**src/rtl/uart_pkg.sv**
```systemverilog
// Shared constants and state encoding for the 8N1 UART receiver and transmitter.
package uart_pkg;

    localparam int CLKS_PER_BIT_DEFAULT = 5208;
    localparam int DATA_BITS            = 8;

    typedef enum logic [2:0] {
        ST_IDLE      = 3'd0,
        ST_START     = 3'd1,
        ST_DATA      = 3'd2,
        ST_STOP      = 3'd3,
        ST_WAIT_HIGH = 3'd4
    } uart_state_t;

endpackage

```
**src/rtl/sync2.sv**
```systemverilog
// Two-flop synchroniser for a single asynchronous input, with a selectable reset value.
module sync2 #(
    parameter logic RESET_VAL = 1'b1
) (
    input  logic clk,
    input  logic srst,
    input  logic d_i,
    output logic q_o
);

    logic [1:0] ff_q;

    always_ff @(posedge clk) begin
        if (srst) begin
            ff_q <= {2{RESET_VAL}};
        end else begin
            ff_q <= {ff_q[0], d_i};
        end
    end

    assign q_o = ff_q[1];

endmodule

```
**src/rtl/uart_rx.sv**
```systemverilog
// 8N1 serial receiver: synchronises rx, finds the start bit, samples each bit at its
// mid-point (LSB first) and reports good bytes with valid or bad stop bits with frame_err.
module uart_rx
    import uart_pkg::*;
#(
    parameter int CLKS_PER_BIT = CLKS_PER_BIT_DEFAULT,
    parameter int HALF_BIT     = CLKS_PER_BIT / 2
) (
    input  logic                 sysclk,
    input  logic                 reset,
    input  logic                 rx,
    output logic [DATA_BITS-1:0] data,
    output logic                 valid,
    output logic                 frame_err,
    output logic                 busy
);

    localparam int                CNT_W     = $clog2(CLKS_PER_BIT);
    localparam logic [CNT_W-1:0]  BIT_LAST  = CNT_W'(CLKS_PER_BIT - 1);
    localparam logic [CNT_W-1:0]  HALF_LAST = CNT_W'(HALF_BIT - 1);
    localparam logic [CNT_W-1:0]  CNT_ONE   = CNT_W'(1);
    localparam logic [CNT_W-1:0]  SYNC_FILL = CNT_W'(2);
    localparam logic [2:0]        IDX_LAST  = 3'(DATA_BITS - 1);

    logic rx_s;

    uart_state_t            state_q;
    logic [CNT_W-1:0]       cnt_q;
    logic [2:0]             idx_q;
    logic [DATA_BITS-1:0]   shift_q;
    logic [DATA_BITS-1:0]   data_q;
    logic                   valid_q;
    logic                   ferr_q;
    logic                   busy_q;

    sync2 #(
        .RESET_VAL (1'b1)
    ) u_sync (
        .clk  (sysclk),
        .srst (reset),
        .d_i  (rx),
        .q_o  (rx_s)
    );

    always_ff @(posedge sysclk) begin
        if (reset) begin
            state_q <= ST_WAIT_HIGH;
            cnt_q   <= '0;
            idx_q   <= '0;
            shift_q <= '0;
            data_q  <= '0;
            valid_q <= 1'b0;
            ferr_q  <= 1'b0;
            busy_q  <= 1'b0;
        end else begin
            valid_q <= 1'b0;
            ferr_q  <= 1'b0;
            cnt_q   <= cnt_q + CNT_ONE;
            case (state_q)
                ST_IDLE: begin
                    if (!rx_s) begin
                        state_q <= ST_START;
                        cnt_q   <= '0;
                        busy_q  <= 1'b1;
                    end
                end
                ST_START: begin
                    if (cnt_q == HALF_LAST) begin
                        cnt_q <= '0;
                        if (rx_s) begin
                            state_q <= ST_IDLE;
                            busy_q  <= 1'b0;
                        end else begin
                            state_q <= ST_DATA;
                            idx_q   <= '0;
                        end
                    end
                end
                ST_DATA: begin
                    if (cnt_q == BIT_LAST) begin
                        cnt_q   <= '0;
                        shift_q <= {rx_s, shift_q[DATA_BITS-1:1]};
                        if (idx_q == IDX_LAST) begin
                            state_q <= ST_STOP;
                        end else begin
                            idx_q <= idx_q + 3'd1;
                        end
                    end
                end
                ST_STOP: begin
                    if (cnt_q == BIT_LAST) begin
                        cnt_q <= '0;
                        if (rx_s) begin
                            data_q  <= shift_q;
                            valid_q <= 1'b1;
                            state_q <= ST_IDLE;
                            busy_q  <= 1'b0;
                        end else begin
                            ferr_q  <= 1'b1;
                            state_q <= ST_WAIT_HIGH;
                        end
                    end
                end
                ST_WAIT_HIGH: begin
                    // After reset the synchroniser still holds its idle value for two
                    // clocks; wait for it to reflect the real line before trusting a high.
                    if (rx_s && (cnt_q >= SYNC_FILL)) begin
                        state_q <= ST_IDLE;
                        cnt_q   <= '0;
                        busy_q  <= 1'b0;
                    end
                end
                default: begin
                    state_q <= ST_WAIT_HIGH;
                    cnt_q   <= '0;
                    busy_q  <= 1'b0;
                end
            endcase
        end
    end

    assign data      = data_q;
    assign valid     = valid_q;
    assign frame_err = ferr_q;
    assign busy      = busy_q;

endmodule
```
**config.mk**
```make
export PLATFORM = sky130hd
export DESIGN_NAME = uart_rx
export DESIGN_NICKNAME = d
export VERILOG_FILES = /design/src/rtl/uart_pkg.sv /design/src/rtl/sync2.sv /design/src/rtl/uart_rx.sv
export SDC_FILE = /design/constraint.sdc
export NUM_CORES = 1
export LEC_CHECK = 0
export ABC_AREA = 1
export BUFFER_PORTS_ARGS = -buffer_cell sky130_fd_sc_hd__buf_2
export CAP_MARGIN = 20
export CORE_ASPECT_RATIO = 0.6
export CORE_MARGIN = 1.5
export CORE_UTILIZATION = 40
export DETAILED_ROUTE_END_ITERATION = 16
export GPL_ROUTABILITY_DRIVEN = 0
export SLEW_MARGIN = 15
export SYNTH_ARGS = -nofsm -noshare
export SYNTH_HDL_FRONTEND = slang
export SYNTH_SLANG_ARGS = --single-unit
```
**constraint.sdc**
```tcl
create_clock -name sysclk -period 3.9 [get_ports sysclk]
set_clock_uncertainty 0.15 [all_clocks]
set_input_delay 0.39 -clock sysclk [delete_from_list [all_inputs] [get_ports sysclk]]
set_output_delay 0.39 -clock sysclk [all_outputs]
set_load 0.1 [all_outputs]
```
==> results.md <==
Critical path:
- The endpoint arrival time on the critical path is 2.18 ns.
- The number of buffers and inverters on the critical path is 0.
- The minimum setup slack among reg-to-reg paths is 1.80 ns.
- The critical path goes through ha_1, nand2_2, nor2_2, nand3_4, nor3_4, o21ai_0, a21oi_1.
- By startpoint and endpoint, the worst setup path is classified as reg -> reg.
- For this run, the slowest stage of the critical path takes 0.50 ns.
- The master of the slowest instance on the critical path is sky130_fd_sc_hd__nor3_4.
- For the worst flop-to-flop path, the logic depth is 7.
- In this run the number of cells on the critical path is 7.
- The worst setup path is launched from a flip-flop.
- Of all nets on the critical path, the largest fanout is 16.
- The required time reported for the critical path endpoint is 3.98 ns.
- The gate family responsible for the most delay along the worst path is simple AND/OR/NAND/NOR gates.
- STA classifies the critical path endpoint as a flip-flop.

Global routing:
- The first-pass GRT wire length is 6.251 mm.
- The largest net degree at the start of global routing is 23.
- The via count of the first global-routing pass was 1,274.
- The global-route usage over all layers is 16.00%.
- For this run the aggregate overflow at the end of global routing stands at 0.
- The number of antenna violations at the first check in global routing came to 0.

Clock tree:
- TritonCTS built the clock tree.
- The clock sink total is 40.
- The clock slew seen by the registers of the worst setup and hold paths is 0.08 ns.
- The count of hold-fix buffers inserted at cts is 0.
- The count of buffers added by post-CTS timing repair for setup is 0.
- The clock root buffer is sky130_fd_sc_hd__clkbuf_8.
- The maximum number of buffers from clock root to sink is 2.
- The number of buffers added by the clock tree synthesis step is 5.
- The post-cts resize count is 0.
- The later pin in the worst-skew pair is clocked with a latency of 0.29 ns.
- The clock tree synthesis step divided the H-tree into 2 levels.

Floorplan:
- In this run the vertical extent of the chip is 55.97 um.
- The die width is 91.29 um.
- The floorplan has 19 rows.
- The initial utilization of the core area, before any placement, comes to 41.20%.
- 14 I/O pins were placed.
- The area of the die is 0.005109 mm2.
- After floorplanning, the core was sized to cover 0.004541 mm2.

Logic synthesis:
- Of all cell types, the one taking the most synthesized area is sky130_fd_sc_hd__dfxtp_1.
- Counting distinct cell types in the post-synthesis netlist gives 27.
- The number of nets produced by synthesis is 268.
- Averaged over all synthesized cells, the footprint is 7.167 um2.
- The cell count after synthesis came out at 261.
- The fraction of the yosys area taken by sequential cells is 42.81%.
- The predominant post-synthesis flop cell is sky130_fd_sc_hd__dfxtp_1.
- Counting flops and latches in the post-synthesis netlist gives 40.
- The summed instance area of the synthesized netlist is 0.001871 mm2.
- After synthesis, the cell types taking the most area are sky130_fd_sc_hd__dfxtp_1 43%, sky130_fd_sc_hd__nand2_1 9.4%, sky130_fd_sc_hd__nor2_1 8.0%.
- The number of synthesis warnings is 0.
- The synthesized design contains 0 enable-type register cells.
- The top-area cell type share of the netlist area is 42.81%.
- The async set or reset register ratio after synthesis is 0%.

Layout:
- The proportion of layout cells with a drive suffix above 1 is 14.80%.
- The count of inserted antenna diode cells is 0.
- The number of non-filler instances in the completed layout is 340.
- The post-route cell area is 0.002076 mm2.
- Relative to the synthesized area, the layout overhead comes to 10.97%.
- At the end of the flow, the number of nets in the layout was 283.

Routing:
- The count of nets left with antenna violations once routing finished came out at 0.
- The routed layout has 1,594 vias.
- The pre-antenna-repair detailed-routing pass consisted of 4 iterations.
- For this block, the initial DRC count from the detailed router was 107.
- The met3 wire length is 325 um.
- After detailed routing, the average wire length per cell comes to 11.19 um.
- The number of vias per cell is 4.688.
- The wire length on met2 is 1.263 mm.
- In the final routing, the length of wire on met1 measures 2.184 mm.
- The highest routing layer actually used is met4.
- After detailed routing, the total wire length is 3.803 mm.
- In the routed design, unresolved DRC markers number 0.

Timing:
- The worst relative slew slack is 59.78%.
- The number of hold violations in the final report is 0.
- The max-slew violation count is 0.
- Setup violations remaining at the end of the flow were counted as 0.
- The period utilization is 53.85%.
- The accumulated negative setup slack is 0 ns.
- Timing would allow up to 476.2 MHz.
- The transition at the pin with the smallest max-transition slack is 0.6013 ns.
- The worst path needs 2.100 ns of the cycle, external delays included.
- Setup repair after global routing left no endpoint under its margin.

Place:
- The instance area after placement is 0.001983 mm2.
- The detailed placer's ending HPWL is 2.804 mm.
- The count of buffers added on input and output ports is 13.
- The placed instance count is 332.

Power and ir drop:
- In this run the power density over the cells is 465.9 mW/mm2.
- The completed layout was analyzed and its total power is 0.9670 mW.
- The maximum resistive drop on vdd is 262.5 uV.
- The leakage power total is 0.8524 nW.

Worst hold path:
- In this run the worst hold path is classified as in -> reg.
- The worst hold path cell count is 2.

Outcome:
- The run finished with clean final reports.

Job:
- The number of max-cap violations is 0.
[kinds of logic (layout without fill, tap and decap cells)]
family / after synthesis / after routing / share of synthesized area, %
AO/OA/AOI/OAI: 50 / 50 / 14.38
AND/OR/NAND/NOR: 115 / 115 / 27.42
XOR/XNOR: 6 / 6 / 2.809
buffers and inverters: 46 / 62 / 9.900
flip-flops: 40 / 40 / 42.81
adder cells (fa/ha/maj): 4 / 4 / 2.676
[layout by cell type (no fill, tap or decap), drive strengths merged]
cell	count
a21oi	24
a31oi	1
buf	13
clkbuf	6
clkinv	2
dfxtp	40
ha	4
inv	41
nand2	48
nand3	8
nand4	3
nor2	45
nor3	6
nor4	3
o21ai	24
o21bai	1
or2	2
xor2	6
[metrics by stage]
stage	hold WS (ns)	setup WS (ns)	util, %
2_1_floorplan	0.2395	2.211	-
3_3_place_gp	0.2427	1.868	43.68
3_5_place_dp	0.2437	1.804	43.68
4_1_cts	0.1213	1.779	45.72
5_1_grt	0.1088	1.549	45.72
6_report	0.1304	1.800	45.72
[report_power, final]
part	total (mW)	internal [mW]	switching, mW	leakage (nW)
Sequential	0.457	0.434	0.0230	0.324
Clock	0.287	0.141	0.146	0.0510
Combinational	0.223	0.0662	0.157	0.478
[path summary, 6_finish.rpt]
kind,end,startpoint
setup / recovery,data[2],cnt_q[1]
hold / removal,u_sync.ff_q[0],rx
setup reg to reg,data[2],cnt_q[1]
hold reg to reg,u_sync.ff_q[1],u_sync.ff_q[0]
[state kept, by name, summed over array words and instances (netlist names)]
name / count
valid: 1
frame_err: 1
u_sync.ff_q: 2
busy: 1
shift_q: 8
data: 8
cnt_q: 13
idx_q: 3
state_q: 3
[cell usage after synthesis (2+ instances only)]
master                      n
sky130_fd_sc_hd__xor2_1     6
sky130_fd_sc_hd__ha_1       4
sky130_fd_sc_hd__nand2_1   47
sky130_fd_sc_hd__nor2_1    40
sky130_fd_sc_hd__a21oi_2    2
sky130_fd_sc_hd__a21oi_1   22
sky130_fd_sc_hd__clkbuf_1   2
sky130_fd_sc_hd__nor3_1     5
sky130_fd_sc_hd__nand3_1    7
sky130_fd_sc_hd__nor2_2     4
sky130_fd_sc_hd__nand4_1    3
sky130_fd_sc_hd__or2_2      2
sky130_fd_sc_hd__dfxtp_1   40
sky130_fd_sc_hd__nor4_1     3
sky130_fd_sc_hd__o21ai_0   22
sky130_fd_sc_hd__inv_1     35
sky130_fd_sc_hd__inv_2      6
sky130_fd_sc_hd__o21ai_2    2
[cell type report]
type | instances | area [um2]
fill | 470 | 2465
multi-input combinational | 175 | 884.6
sequential | 40 | 800.8
inverter | 41 | 153.9
clock buffer | 6 | 82.58
tap | 63 | 78.83
timing repair buffer | 13 | 65.06
clock inverter | 2 | 10.01
[layer usage]
| metal | global-route usage (%) | vias to the layer above |
|---|---|---|
| li1 | - | 855 |
| met1 | 26.97 | 681 |
| met2 | 16.31 | 56 |
| met3 | 6.284 | 2 |
| met4 | 6.027 | 0 |
| met5 | 0 | - |
No activity file was read; power rests on OpenSTA's default activity.
